$ cat config.mk
export PLATFORM = sky130hd
export DESIGN_NAME = ctrl_frame_receiver_flat
export DESIGN_NICKNAME = d
export VERILOG_FILES = /design/src/rtl/ctrl_frame_receiver_if.sv /design/src/rtl/ctrl_frame_receiver.sv /design/src/flat_wrapper.sv
export SDC_FILE = /design/constraint.sdc
export NUM_CORES = 1
export LEC_CHECK = 0
export BUFFER_PORTS_ARGS = -buffer_cell sky130_fd_sc_hd__buf_2
export CELL_PAD_IN_SITES_DETAIL_PLACEMENT = 0
export CELL_PAD_IN_SITES_GLOBAL_PLACEMENT = 2
export CORE_MARGIN = 5
export CORE_UTILIZATION = 35
export CTS_BUF_LIST = sky130_fd_sc_hd__clkbuf_8
export DETAILED_ROUTE_END_ITERATION = 10
export PLACE_DENSITY = 0.67
export RECOVER_POWER = 25
export SLEW_MARGIN = 20
export SYNTH_ARGS = -nofsm -noshare
export SYNTH_HDL_FRONTEND = slang
export SYNTH_SLANG_ARGS = --single-unit
$ cat constraint.sdc
create_clock -name clk -period 7.4 [get_ports clk]
set_input_delay 1.48 -clock clk [delete_from_list [all_inputs] [get_ports clk]]
set_output_delay 1.48 -clock clk [all_outputs]
set_load 0.03 [all_outputs]
$ cat src/rtl/ctrl_frame_receiver_if.sv
// picosoc iomem bus bundle; master is the CPU side, slave is the frame receiver.
interface ctrl_frame_receiver_if;
  logic        iomem_valid;
  logic        iomem_ready;
  logic [3:0]  iomem_wstrb;
  logic [31:0] iomem_addr;
  logic [31:0] iomem_wdata;
  logic [31:0] iomem_rdata;

  modport master (
    output iomem_valid, iomem_wstrb, iomem_addr, iomem_wdata,
    input  iomem_ready, iomem_rdata
  );

  modport slave (
    input  iomem_valid, iomem_wstrb, iomem_addr, iomem_wdata,
    output iomem_ready, iomem_rdata
  );
endinterface

$ cat src/rtl/ctrl_frame_receiver.sv
// Control-frame receiver: drains PHY-RX FIFO one byte/cycle into a 64-byte frame RAM with CRC-32 FCS check.
// Bus replies one cycle after a decoded request; FIFO empty simply stalls the receive FSM.
module ctrl_frame_receiver (
  input  logic                 clk,
  input  logic                 rst,
  input  logic [7:0]           i_fifo_dout,
  input  logic                 i_fifo_del,
  input  logic                 i_fifo_empty,
  output logic                 o_fifo_rden,
  output logic                 o_irq,
  ctrl_frame_receiver_if.slave bus
);

  typedef enum logic [1:0] {S_IDLE, S_RX, S_DROP, S_DONE} state_t;

  state_t      state, state_nxt;
  logic        start;
  logic [10:0] byte_cnt;
  logic [31:0] shift_reg;
  logic [31:0] crc_reg;
  logic [31:0] crc_out;
  logic [31:0] ram [16];
  logic        rx_enable;
  logic        frame_valid;
  logic        fcs_ok;
  logic        oversize;
  logic [7:0]  drop_cnt;
  logic [10:0] frame_len;
  logic        sel_stat;
  logic        sel_ram;
  logic        bus_acc;
  logic        ack;
  logic        clr_drop;
  logic        en_wr;
  logic [31:0] status;
  logic        unused_ok;

  // CRC-32, polynomial 0x04C11DB7, MSB-first, init all-ones, output inverted.
  function automatic logic [31:0] crc32_byte(input logic [31:0] c, input logic [7:0] d);
    logic [31:0] r;
    r = c;
    for (int i = 7; i >= 0; i--) begin
      r = {r[30:0], 1'b0} ^ ((r[31] ^ d[i]) ? 32'h04C11DB7 : 32'h0);
    end
    return r;
  endfunction

  assign crc_out = ~crc_reg;
  assign o_irq   = frame_valid;

  always_ff @(posedge clk) begin
    if (rst) state <= S_IDLE;
    else     state <= state_nxt;
  end

  always_comb begin
    state_nxt   = state;
    o_fifo_rden = 1'b0;
    start       = 1'b0;
    case (state)
      S_IDLE: begin
        if (rx_enable && !i_fifo_empty) begin
          if (frame_valid) begin
            state_nxt = S_DROP;
          end else begin
            state_nxt = S_RX;
            start     = 1'b1;
          end
        end
      end
      S_RX: begin
        o_fifo_rden = !i_fifo_empty;
        if (!i_fifo_empty && i_fifo_del) state_nxt = S_DONE;
      end
      S_DROP: begin
        o_fifo_rden = !i_fifo_empty;
        if (!i_fifo_empty && i_fifo_del) state_nxt = S_IDLE;
      end
      S_DONE:  state_nxt = S_IDLE;
      default: state_nxt = S_IDLE;
    endcase
    if (rst) o_fifo_rden = 1'b0;
  end

  assign sel_stat = (bus.iomem_addr[31:24] == 8'h16);
  assign sel_ram  = (bus.iomem_addr[31:24] == 8'h06);
  assign bus_acc  = bus.iomem_valid && !bus.iomem_ready && (sel_stat || sel_ram);
  assign en_wr    = bus_acc && sel_stat && bus.iomem_wstrb[3];
  assign ack      = en_wr && bus.iomem_wdata[28];
  assign clr_drop = bus_acc && sel_stat && bus.iomem_wstrb[2] && bus.iomem_wdata[16];
  assign status   = {rx_enable, frame_valid, (state != S_IDLE), 1'b0, fcs_ok, oversize,
                     2'b00, drop_cnt, 5'b00000, frame_len};

  assign unused_ok = ^{bus.iomem_addr[23:6], bus.iomem_addr[1:0], bus.iomem_wstrb[1:0],
                       bus.iomem_wdata[30:29], bus.iomem_wdata[27:17], bus.iomem_wdata[15:0]};

  always_ff @(posedge clk) begin
    if (rst) begin
      byte_cnt        <= '0;
      shift_reg       <= '0;
      crc_reg         <= 32'hFFFF_FFFF;
      rx_enable       <= 1'b0;
      frame_valid     <= 1'b0;
      fcs_ok          <= 1'b0;
      oversize        <= 1'b0;
      drop_cnt        <= '0;
      frame_len       <= '0;
      bus.iomem_ready <= 1'b0;
      bus.iomem_rdata <= '0;
      for (int w = 0; w < 16; w++) ram[w] <= '0;
    end else begin
      if (start) begin
        byte_cnt  <= '0;
        shift_reg <= '0;
        crc_reg   <= 32'hFFFF_FFFF;
      end else if (state == S_RX && o_fifo_rden) begin
        if (byte_cnt != 11'h7FF) byte_cnt <= byte_cnt + 11'd1;
        shift_reg <= {shift_reg[23:0], i_fifo_dout};
        // The four newest bytes are the FCS candidate, so only older bytes enter the CRC.
        if (byte_cnt >= 11'd4) crc_reg <= crc32_byte(crc_reg, shift_reg[31:24]);
        if (byte_cnt < 11'd64) ram[byte_cnt[5:2]][{byte_cnt[1:0], 3'b000} +: 8] <= i_fifo_dout;
      end

      if (state == S_DONE) begin
        frame_len <= byte_cnt;
        fcs_ok    <= (byte_cnt >= 11'd5) && (crc_out == shift_reg);
        oversize  <= (byte_cnt > 11'd64);
      end

      if (state == S_DONE) frame_valid <= 1'b1;
      else if (ack)        frame_valid <= 1'b0;

      if (clr_drop) begin
        drop_cnt <= '0;
      end else if (state == S_DROP && o_fifo_rden && i_fifo_del && drop_cnt != 8'hFF) begin
        drop_cnt <= drop_cnt + 8'd1;
      end

      if (en_wr) rx_enable <= bus.iomem_wdata[31];

      bus.iomem_ready <= bus_acc;
      if (bus_acc) bus.iomem_rdata <= sel_stat ? status : ram[bus.iomem_addr[5:2]];
    end
  end

endmodule

$ cat src/flat_wrapper.sv
// flat-port wrapper written by rule: the top's interface ports become plain ports
module ctrl_frame_receiver_flat 
  (clk, rst, i_fifo_dout, i_fifo_del, i_fifo_empty, o_fifo_rden, o_irq, bus_iomem_valid, bus_iomem_wstrb, bus_iomem_addr, bus_iomem_wdata, bus_iomem_ready, bus_iomem_rdata);
  ctrl_frame_receiver_if bus_i ();
  input  logic clk;
  input  logic rst;
  input  logic [7:0] i_fifo_dout;
  input  logic i_fifo_del;
  input  logic i_fifo_empty;
  output logic o_fifo_rden;
  output logic o_irq;
  input wire logic [$bits(bus_i.iomem_valid)-1:0] bus_iomem_valid;
  input wire logic [$bits(bus_i.iomem_wstrb)-1:0] bus_iomem_wstrb;
  input wire logic [$bits(bus_i.iomem_addr)-1:0] bus_iomem_addr;
  input wire logic [$bits(bus_i.iomem_wdata)-1:0] bus_iomem_wdata;
  output wire logic [$bits(bus_i.iomem_ready)-1:0] bus_iomem_ready;
  output wire logic [$bits(bus_i.iomem_rdata)-1:0] bus_iomem_rdata;
  assign bus_i.iomem_valid = bus_iomem_valid;
  assign bus_i.iomem_wstrb = bus_iomem_wstrb;
  assign bus_i.iomem_addr = bus_iomem_addr;
  assign bus_i.iomem_wdata = bus_iomem_wdata;
  assign bus_iomem_ready = bus_i.iomem_ready;
  assign bus_iomem_rdata = bus_i.iomem_rdata;
  ctrl_frame_receiver u_core (.clk(clk), .rst(rst), .i_fifo_dout(i_fifo_dout), .i_fifo_del(i_fifo_del), .i_fifo_empty(i_fifo_empty), .o_fifo_rden(o_fifo_rden), .o_irq(o_irq), .bus(bus_i));
endmodule
* Word level (Yosys, flattened, before mapping) *
Memories as Yosys holds them, arrays and structs flattened.
Index checks and enable logic that the tools add are counted.
Widths: inputs -> output; s select.

word-level totals
  bits in registers = 133
  RAM bits = 512
  bits of input ports = 81
  output and inout bits = 35
  word-level logic and storage cells = 108
  memories = 1

cells by class
  $add $sub $neg = 3
  magnitude comparators = 4
  equal/unequal tests = 11
  shift-type cells = 2
  mux-type cells = 31
  bitwise gates (word level) = 17
  reduce and logical (&&, ||, !) cells = 27

memory list
  memory      depth  bits a word  read ports  clocked after memory_dff  wr ports  line                       source
  u_core.ram  16     32           1           0                         16        ctrl_frame_receiver.sv:22  logic [31:0] ram [16];

operators by type and width
  cell                    count
  $xor 32x32->32          8
  $mux 27                 8
  $mux 32                 4
  $eq 32x32->1            1
  $not 32->32             1
  $reduce_or 32->1        1
  $shift 8x7->32 const A  1
  $shiftx 8x7->32         1
  $ge 11x3->1 const B     2
  $logic_and 1x1->1       14
  $mux 1                  13
  $add 11x1->11 const B   1
  $gt 11x7->1 const B     1
  $lt 11x7->1 const B     1
  $ne 11x11->1 const B    1
  $add 8x1->8 const B     1
  $eq 8x3->1 const B      1
  $eq 8x5->1 const B      1
  $mux 2                  4
  $ne 8x8->1 const B      1
  $pmux 2 s4              1
  $xor 1x1->1             8
  $neg 5->7               1
  $ne 2x1->1 const B      3
  other kinds (10)        16

* Logic depth before layout (Yosys ltp) *
Gate-level depths: netlist (run 1).

  word-level depth = 24
  gate-level depth with buffers = 11

* Least setup slack after synthesis (run 1) *
Ideal clock, no wire load.

  kind = input -> register
  start = in rst
  end = mem u_core.ram[0][0], enable pin
  library setup time = 334 ps
  arrival time = 3637 ps
  path slack = 3428 ps
  stages on the path = 10
  path buffers = 4
  cells stage by stage = buf_2 > nor3b_2 > and2_1 > clkbuf_1 > and3_1 > and2_1 > buf_2 > buf_2 > nand2_1 > nand2b_1

RTL lines
  item                line                       source
  start: declaration  flat_wrapper.sv:6          input logic rst;
  end: declaration    ctrl_frame_receiver.sv:22

==> results.yml, run 1 <==
sta:
  setup-tns-final_ns: 0
  hold-worst-slack_ns: 0.466
  fin_crit_sh_pct: 75.5
  setup_violations: 0
  fin_crit_ns: 5.59
  fmax_ghz: 0.179
  fin_ws_ns: 1.81
  tightest_slew_ns: 2.82
  drv_slew: 172
  rsz0062_at_grt: "false"
  skew_ns: 0.0492
  finalHoldViolCount: 0
  max-slew-margin-rel_pct: -87.9
global_route:
  grt_max_degree: 83
  grt_pass1_wl_mm: 120
  grt_pass1_vias: 18300
  overflow: 0
  track_usage_pct: 18.4
  grt_antenna_before_repair: 1
setup_path:
  critPathMaxStageDelay_ns: 0.85
  crit_type: "input port to flip-flop"
  crit_slowest_cell: "nor3b_1"
  reg2reg_depth: 9
  cp_num_buf_inv: 2
  arrival_ns: 5.92
  critPathRequiredTime_ns: 7.74
  r2r_slack_ns: 2.86
  path_cells: "clkbuf_1 > nor3b_1 > and2_0 > buf_4 > and3_1 > and2_0 > nand2_1 > nand2b_1"
  worstSetupEndpointType: "flip-flop"
  cp_top_family: "simple AND/OR/NAND/NOR gates"
  cp_max_fo: 37
  critical_path_depth: 8
  crit_top_cell: "and2_0"
  critPathLaunchType: "input port"
logic_synthesis:
  yosys.cell_count.top_type: "nor2_1"
  ys_types: 52
  synth_area_mm2: 0.0284
  syn_area_per_cell_um2: 12.6
  synth_nets: 2339
  synth_cells: 2246
  synth_common_cells: "nor2_1, edfxtp_1, nand2_1"
  ys_ff_latch: 645
  ys_seq_area_share_pct: 63.5
  yosysTopAreaCell: "edfxtp_1"
  synth_top_area_share_pct: 54.1
  synthTopCellsByArea: "edfxtp_1, mux4_2, dfxtp_1, nor2_1, nand2_1"
  synth_edf_count: 512
  yosys_warnings: 0
  async_flop_share_pct: 0
  synth_top_flop_cell: "edfxtp_1"
layout:
  layout-drive-gt1-share_pct: 14.9
  seq_area_mm2: 0.0180
  fillers: 7609
  largest_register: "u_core.ram"
  largest_register_ffs: 512
  multi_input_area_mm2: 0.00981
  nets: 2390
  areaGrowthSynthToFinish_pct: 12.4
clocking:
  clk_path_buf_depth: 3
  cts-hold-fix-buffers: 0
  cts_setup_buffers: 0
  htreeDepth: 3
  cts_tree: "built"
  ctsResizeCount: 0
  worstSkewPairLatency_ns: 0.71
  cts-root-buf: "clkbuf_8"
  cts.clk_slew.worst_paths_ns: 0.06
  numCtsBuffers: 109
  clock-sinks: 645
detailed_routing:
  wl_mm: 80.8
  vias_per_cell: 5.21
  dr_total_vias: 18000
  drc_errors: 0
  wire_per_inst_um: 23.4
  drt_iter0_drc: 1668
  drt_pass1_iterations: 5
  ant_nets: 0
pwr:
  leakagePower_nw: 10.5
  power_switching_mw: 1.77
  p_clk_share_pct: 42.4
  power_frac_comb_pct: 5.1
  p_sw_share_pct: 22.8
  intPower_mw: 6.00
  powerDensity_mw_per_mm2: 243
  power_mw: 7.77
  p_seq_share_pct: 52.4
  vdd_drop_max_mv: 0.121
floorplanning:
  io_pins: 116
  coreArea_mm2: 0.0805
  die_h_um: 295
  num_rows: 104
  dieArea_mm2: 0.0870
  dieWidth_um: 295
  start_util_pct: 35.3
place:
  gp_congestion: 0.802
  pre_cts_ws_ns: 2.34
  portBuffers: 64
  post-dp-hpwl_mm: 51.6
worst_hold_path:
  worst_hold_path.num_cells: 2
  min_path_type: "flip-flop to flip-flop"
status:
  violations: "capacitance limit, slew limit"
  outcome: "finished with violations"
job:
  drv_cap: 4
## layer usage
layer  wire length, um  global-route usage [%]  vias up
met4              2300                    6.10        0
met5                 0                       0        -
met2             40000                    31.0      544
met1             34000                    24.2     9096
li1                  -                       -     8237
met3              4500                    3.32      134
## placed cells by master, fill, tap and decap left out, drive strengths merged, types with 3 or more instances in the layout
cell type    n
nor2       591
edfxtp     512
nand2      204
clkbuf     179
dfxtp      133
mux4       128
a21oi       71
nand2b      69
xor2        57
xnor2       53
buf         46
inv         43
o21ai       34
o211ai      30
clkinv      26
mux2i       24
nor3        19
a211oi      18
a22o        16
a221oi      16
a22oi       16
nand4       13
ha          12
nor2b       12
nand3       11
a2111oi      8
and3         7
and2         6
nor3b        4
nor4         4
diode        3
and4         3
clkinvlp     3
bufinv       3
## worst paths after layout
| path | start | endpoint |
|---|---|---|
| worst max-delay path | rst | u_core.ram[13][26] |
| worst min-delay path | u_core.shift_reg[29] | u_core.shift_reg[29] |
| worst max register to register | u_core.state[1] | u_core.ram[13][26] |
| worst min register to register | u_core.shift_reg[29] | u_core.shift_reg[29] |
## power groups by stage
stage | clock (mW) | combinational (mW) | sequential [mW]
after global placement | 0 | 0.399 | 4.14
after global routing | 3.56 | 0.425 | 4.08
after floorplan | 0 | 0.265 | 4.13
after CTS | 3.39 | 0.403 | 4.07
final | 3.30 | 0.400 | 4.07
after detailed placement | 0 | 0.403 | 4.15
## cells by family (layout without fill, tap and decap cells)
| kind of cell | count (synthesis) | after routing | share of synthesized area, % |
|---|---|---|---|
| simple gates | 949 | 949 | 13.8 |
| flops | 645 | 645 | 63.5 |
| compound gates | 225 | 225 | 5.24 |
| buf+inv | 153 | 300 | 2.20 |
| mux | 152 | 152 | 11.0 |
| xor+xnor | 110 | 110 | 3.71 |
| fa+ha+maj | 12 | 12 | 0.529 |
| other cells | 0 | 3 | 0 |
## cell type report
type	instances	area share, %
diodes	3	0.0235
clock buffers	141	6.08
clock inverters	66	1.12
inverters	9	0.106
multi-input cells	1448	30.7
flip-flops and latches	645	56.5
well taps	1060	4.15
repair buffers	84	1.33
## tightest hold or removal path: stages, from the launching register on
cell and delay [ns]:
dfxtp_1 0.31, nand2_1 0.05, a21oi_1 0.05
## per-stage QoR
step / instance area (um2) / utilization [%] / instances
detailed placement: 29700 / 36.9 / 3246
global route: 31900 / 39.6 / 3455
floorplan: 28400 / - / 2246
global placement: 29700 / 36.9 / 3246
finish: 31900 / 39.6 / 3456
CTS: 32000 / 39.7 / 3453
Power figures use the tool's default switching activity.
==> inputs of run 2 (changes only) <==
- PLACE_DENSITY: 0.67 -> 0.7
- clock period: 7.4 -> 5 ns (I/O delays scaled with it)
==> run 2 against run 1 <==
Net effect:
- the flow still finishes with violations (capacitance limit, slew limit)
- largest power group unchanged
- register-to-register slack got worse by 1.8 ns
- combinational power rose by 45%
- non-clock buffer count rose by 7
- worst hold slack improved by 0.0015 ns
- power rose by 43%
- critical path type unchanged
- first-iteration DRC count fell by 6.1%
- core utilization fell by 0.25 points
- wire length fell by 2.3%
- sequential power rose by 48%
- via count fell by 1.1%
- critical path depth did not move
==> results.yml, run 2 (synthesis gave the netlist of run 1 again) <==
pwr:
  power_mw: 11.1
  powerDensity_mw_per_mm2: 349
  leakagePower_nw: 10.4
  vdd_drop_max_mv: 0.161
worst_hold_path:
  min_path_type: "flip-flop to flip-flop"
job:
  drv_cap: 2
clocking:
  ctsResizeCount: 0
  numCtsBuffers: 108
  worstSkewPairLatency_ns: 0.71
  cts-hold-fix-buffers: 0
  clk_path_buf_depth: 3
  cts.clk_slew.worst_paths_ns: 0.06
  clock-sinks: 645
  cts_setup_buffers: 0
  cts_tree: "built"
  cts-root-buf: "clkbuf_8"
  htreeDepth: 3
layout:
  nets: 2396
  largest_register_ffs: 512
  final_area_mm2: 0.0317
  instances_no_fill: 3455
  fillers: 7662
  mostFrequentLayoutCells: "nor2_1, edfxtp_1, nand2_1"
  final_common_cell: "nor2_1"
  areaGrowthSynthToFinish_pct: 11.7
  largest_register: "u_core.ram"
  layout-drive-gt1-share_pct: 14.1
floorplanning:
  start_util_pct: 35.3
  io_pins: 116
  coreArea_mm2: 0.0805
  dieArea_mm2: 0.0870
  die_h_um: 295
  dieWidth_um: 295
  num_rows: 104
detailed_routing:
  ant_nets: 0
  wl_mm: 78.9
  dr_total_vias: 17800
  drt_iter0_drc: 1566
  drt_pass1_iterations: 5
  drc_errors: 0
  vias_per_cell: 5.16
  wire_per_inst_um: 22.8
global_route:
  grt_antenna_before_repair: 1
  grt_max_degree: 73
  overflow: 0
  grt_pass1_vias: 18400
  track_usage_pct: 18.0
  grt_pass1_wl_mm: 118
sta:
  fin_crit_ns: 4.02
  finalHoldViolCount: 0
  fmax_ghz: 0.249
  setup-tns-final_ns: 0
  fin_crit_sh_pct: 80.4
  rsz0062_at_grt: "false"
  max-slew-margin-rel_pct: -45.2
  drv_slew: 108
  tightest_slew_ns: 2.18
  fin_ws_ns: 0.979
  skew_ns: 0.0361
  setup_violations: 0
setup_path:
  critPathLaunchType: "input port"
  arrival_ns: 4.67
  crit_type: "input port to flip-flop"
  critPathRequiredTime_ns: 5.65
  cp_max_fo: 34
  worstSetupEndpointType: "flip-flop"
place:
  placedCellCount: 3253
  portBuffers: 64
  post_dp_cell_area_mm2: 0.0298
  post-dp-hpwl_mm: 52.2
  gp_congestion: 0.783
  pre_cts_ws_ns: 0.798
status:
  violations: "capacitance limit, slew limit"
  outcome: "finished with violations"
-- run 2: path summary, 6_finish.rpt --
kind | startpoint | end | slack, ns | cells after the start
worst max-delay path | bus_iomem_addr[4] | u_core.bus.iomem_rdata[27] | 0.98 | 8
worst min-delay path | u_core.shift_reg[19] | u_core.shift_reg[27] | 0.47 | 2
worst max register to register | u_core.state[1] | u_core.ram[11][1] | 1.02 | 8
worst min register to register | u_core.shift_reg[19] | u_core.shift_reg[27] | 0.47 | 2
-- run 2: worst max-delay path: stages --
cell and delay (ns):
clkbuf_1 0.23, clkbuf_1 1.59, nor2b_2 0.38, buf_4 0.35, a221oi_1 0.26, o21ai_0 0.53, o21ai_0 0.18, nor2_1 0.11
-- run 2: area by class of cell --
class	count	area, um2	area share (%)
Timing Repair Buffer	91	488	1.54
Tap cell	1060	1330	4.18
Antenna cell	1	2.50	0.00789
Clock inverter	83	429	1.35
Clock buffer	118	1620	5.12
Sequential cell	645	18000	56.8
Inverter	9	33.8	0.106
Multi-Input combinational cell	1448	9790	30.9
-- run 2: metrics by stage --
step,utilization (%),hold slack (ns)
floorplan,-,0.447
global placement,36.9,0.461
detailed placement,36.9,0.470
CTS,39.5,0.452
global route,39.4,0.475
finish,39.4,0.468
-- run 2: layer usage --
layer	up-vias	track usage [%]	share of wire, %
li1	8235	-	-
met1	8986	23.9	43
met2	475	30.7	50
met3	125	3.19	5.0
met4	0	5.09	2.6
met5	-	0	0
-- run 2: power by group --
| part | leakage (nW) | internal (mW) | switching [mW] | total [mW] |
|---|---|---|---|---|
| registers | 6.02 | 5.97 | 0.0606 | 6.03 |
| clock network | 1.21 | 2.32 | 2.15 | 4.46 |
| logic | 3.17 | 0.230 | 0.352 | 0.581 |
==> inputs of run 3 (changes only) <==
- clock period: 5 -> 3.6 ns (I/O delays scaled with it)
==> run 3 against run 2 <==
Net effect:
- the run still ends with capacitance limit, slew limit left
- die area unchanged
- sequential power increased by 39%
- clock power increased by 41%
- wire length decreased by 0.11%
- core utilization increased by 0.57 points
- clock skew decreased by 0.0047 ns
- design area increased by 1.4%
- worst setup slack got worse by 0.58 ns
- critical path depth increased by 1
- global-route usage about the same
- critical endpoint is now u_core.ram[13][20]
- highest routed layer is now met5
==> results.yml, run 3 (synthesis gave the netlist of run 1 again) <==
sta:
  setup_violations: 0
  tightest_slew_ns: 1.66
  fmax_ghz: 0.312
  max-slew-margin-rel_pct: -10.7
  skew_ns: 0.0314
  drv_slew: 33
  fin_crit_sh_pct: 89.0
  rsz0062_at_grt: "false"
  setup-tns-final_ns: 0
  hold-worst-slack_ns: 0.251
  fin_crit_ns: 3.20
  finalHoldViolCount: 0
layout:
  instances_no_fill: 3518
  layout-drive-gt1-share_pct: 15.6
  areaGrowthSynthToFinish_pct: 13.3
  nets: 2460
  largest_register: "u_core.ram"
  mostFrequentLayoutCells: "nor2_1, edfxtp_1, nand2_1"
  largest_register_ffs: 512
  final_util_pct: 40.0
  final_common_cell: "nor2_1"
status:
  violations: "capacitance limit, slew limit"
  outcome: "finished with violations"
clocking:
  cts-root-buf: "clkbuf_8"
  cts_tree: "built"
  cts_setup_buffers: 0
  clock-sinks: 645
  cts-hold-fix-buffers: 0
  worstSkewPairLatency_ns: 0.71
  cts.clk_slew.worst_paths_ns: 0.06
  htreeDepth: 3
  clk_path_buf_depth: 3
  ctsResizeCount: 0
  numCtsBuffers: 108
detailed_routing:
  drt_iter0_drc: 1427
  drt_pass1_iterations: 5
  wire_per_inst_um: 22.4
  vias_per_cell: 5.13
  dr_total_vias: 18000
  ant_nets: 0
  drc_errors: 0
  wl_mm: 78.8
worst_hold_path:
  hold_start: "rst"
  min_path_type: "input port to flip-flop"
place:
  portBuffers: 64
  gp_congestion: 0.808
  post-dp-hpwl_mm: 53.4
  placedCellCount: 3317
setup_path:
  arrival_ns: 3.54
  startpoint: "u_core.state[0]"
  cp_max_fo: 16
  critPathRequiredTime_ns: 3.94
  critPathLaunchType: "flip-flop"
  r2r_start: "u_core.state[0]"
  worstSetupEndpointType: "flip-flop"
  crit_type: "flip-flop to flip-flop"
global_route:
  grt_max_degree: 65
  grt_antenna_before_repair: 2
  track_usage_pct: 18.1
  grt_pass1_vias: 18800
  grt_pass1_wl_mm: 118
  overflow: 0
floorplanning:
  coreArea_mm2: 0.0805
  num_rows: 104
  start_util_pct: 35.3
  die_h_um: 295
  dieArea_mm2: 0.0870
  io_pins: 116
  dieWidth_um: 295
pwr:
  power_mw: 15.5
  powerDensity_mw_per_mm2: 481
  leakagePower_nw: 10.6
  vdd_drop_max_mv: 0.368
job:
  drv_cap: 1
## run 3: cell types whose count changed in the layout (fill, tap and decap cells not counted), moves of 9 or more
cell / previous run / this run
clkbuf_8: 118 / 109
clkinv_1: 18 / 31
buf_4: 17 / 68
clkbuf_1: 42 / 51
inv_1: 55 / 45
## run 3: per-layer routing
| layer | wire length [um] | GRT usage [%] | vias up |
|---|---|---|---|
| met3 | 4350 | 3.44 | 145 |
| met4 | 3020 | 7.42 | 2 |
| met2 | 38800 | 30.7 | 466 |
| li1 | - | - | 8355 |
| met1 | 32600 | 22.8 | 9073 |
| met5 | 13 | 0 | - |
## run 3: final timing paths
| kind | endpoint | slack [ns] | cells past startpoint |
|---|---|---|---|
| setup / recovery | u_core.ram[13][20] | 0.40 | 9 |
| hold / removal | u_core.bus.iomem_rdata[3] | 0.25 | 2 |
| setup reg to reg | u_core.ram[13][20] | 0.40 | 9 |
| hold reg to reg | u_core.shift_reg[29] | 0.47 | 2 |
## run 3: final cells by class
class,count,area (um2)
Fill cell,7681,48400
Sequential cell,645,18000
Multi-Input combinational cell,1448,9760
Clock buffer,109,1500
Tap cell,1060,1330
Timing Repair Buffer,155,970
Clock inverter,90,558
Inverter,9,33.8
Antenna cell,2,5.00
## run 3: where the power goes
group | internal, mW | switching (mW)
clock | 3.32 | 2.98
combinational | 0.336 | 0.493
sequential | 8.29 | 0.0779
## run 3: critical path, stage by stage, from the launching register on
cell and delay (ns):
dfxtp_1 0.37, inv_1 0.09, ha_1 0.24, nor2b_1 0.19, a31oi_1 0.36, and3_1 0.31, and2_0 0.18, buf_4 0.24
nand2_1 0.31, nand2b_1 0.54
## run 3: metrics by stage
stage / setup WS, ns / cell area, um2
after CTS: 0.512 / 32300
final: 0.396 / 32200
after detailed placement: 0.444 / 30300
after global placement: 0.315 / 30300
after global routing: 0.314 / 32200
after floorplan: 0.388 / 28400
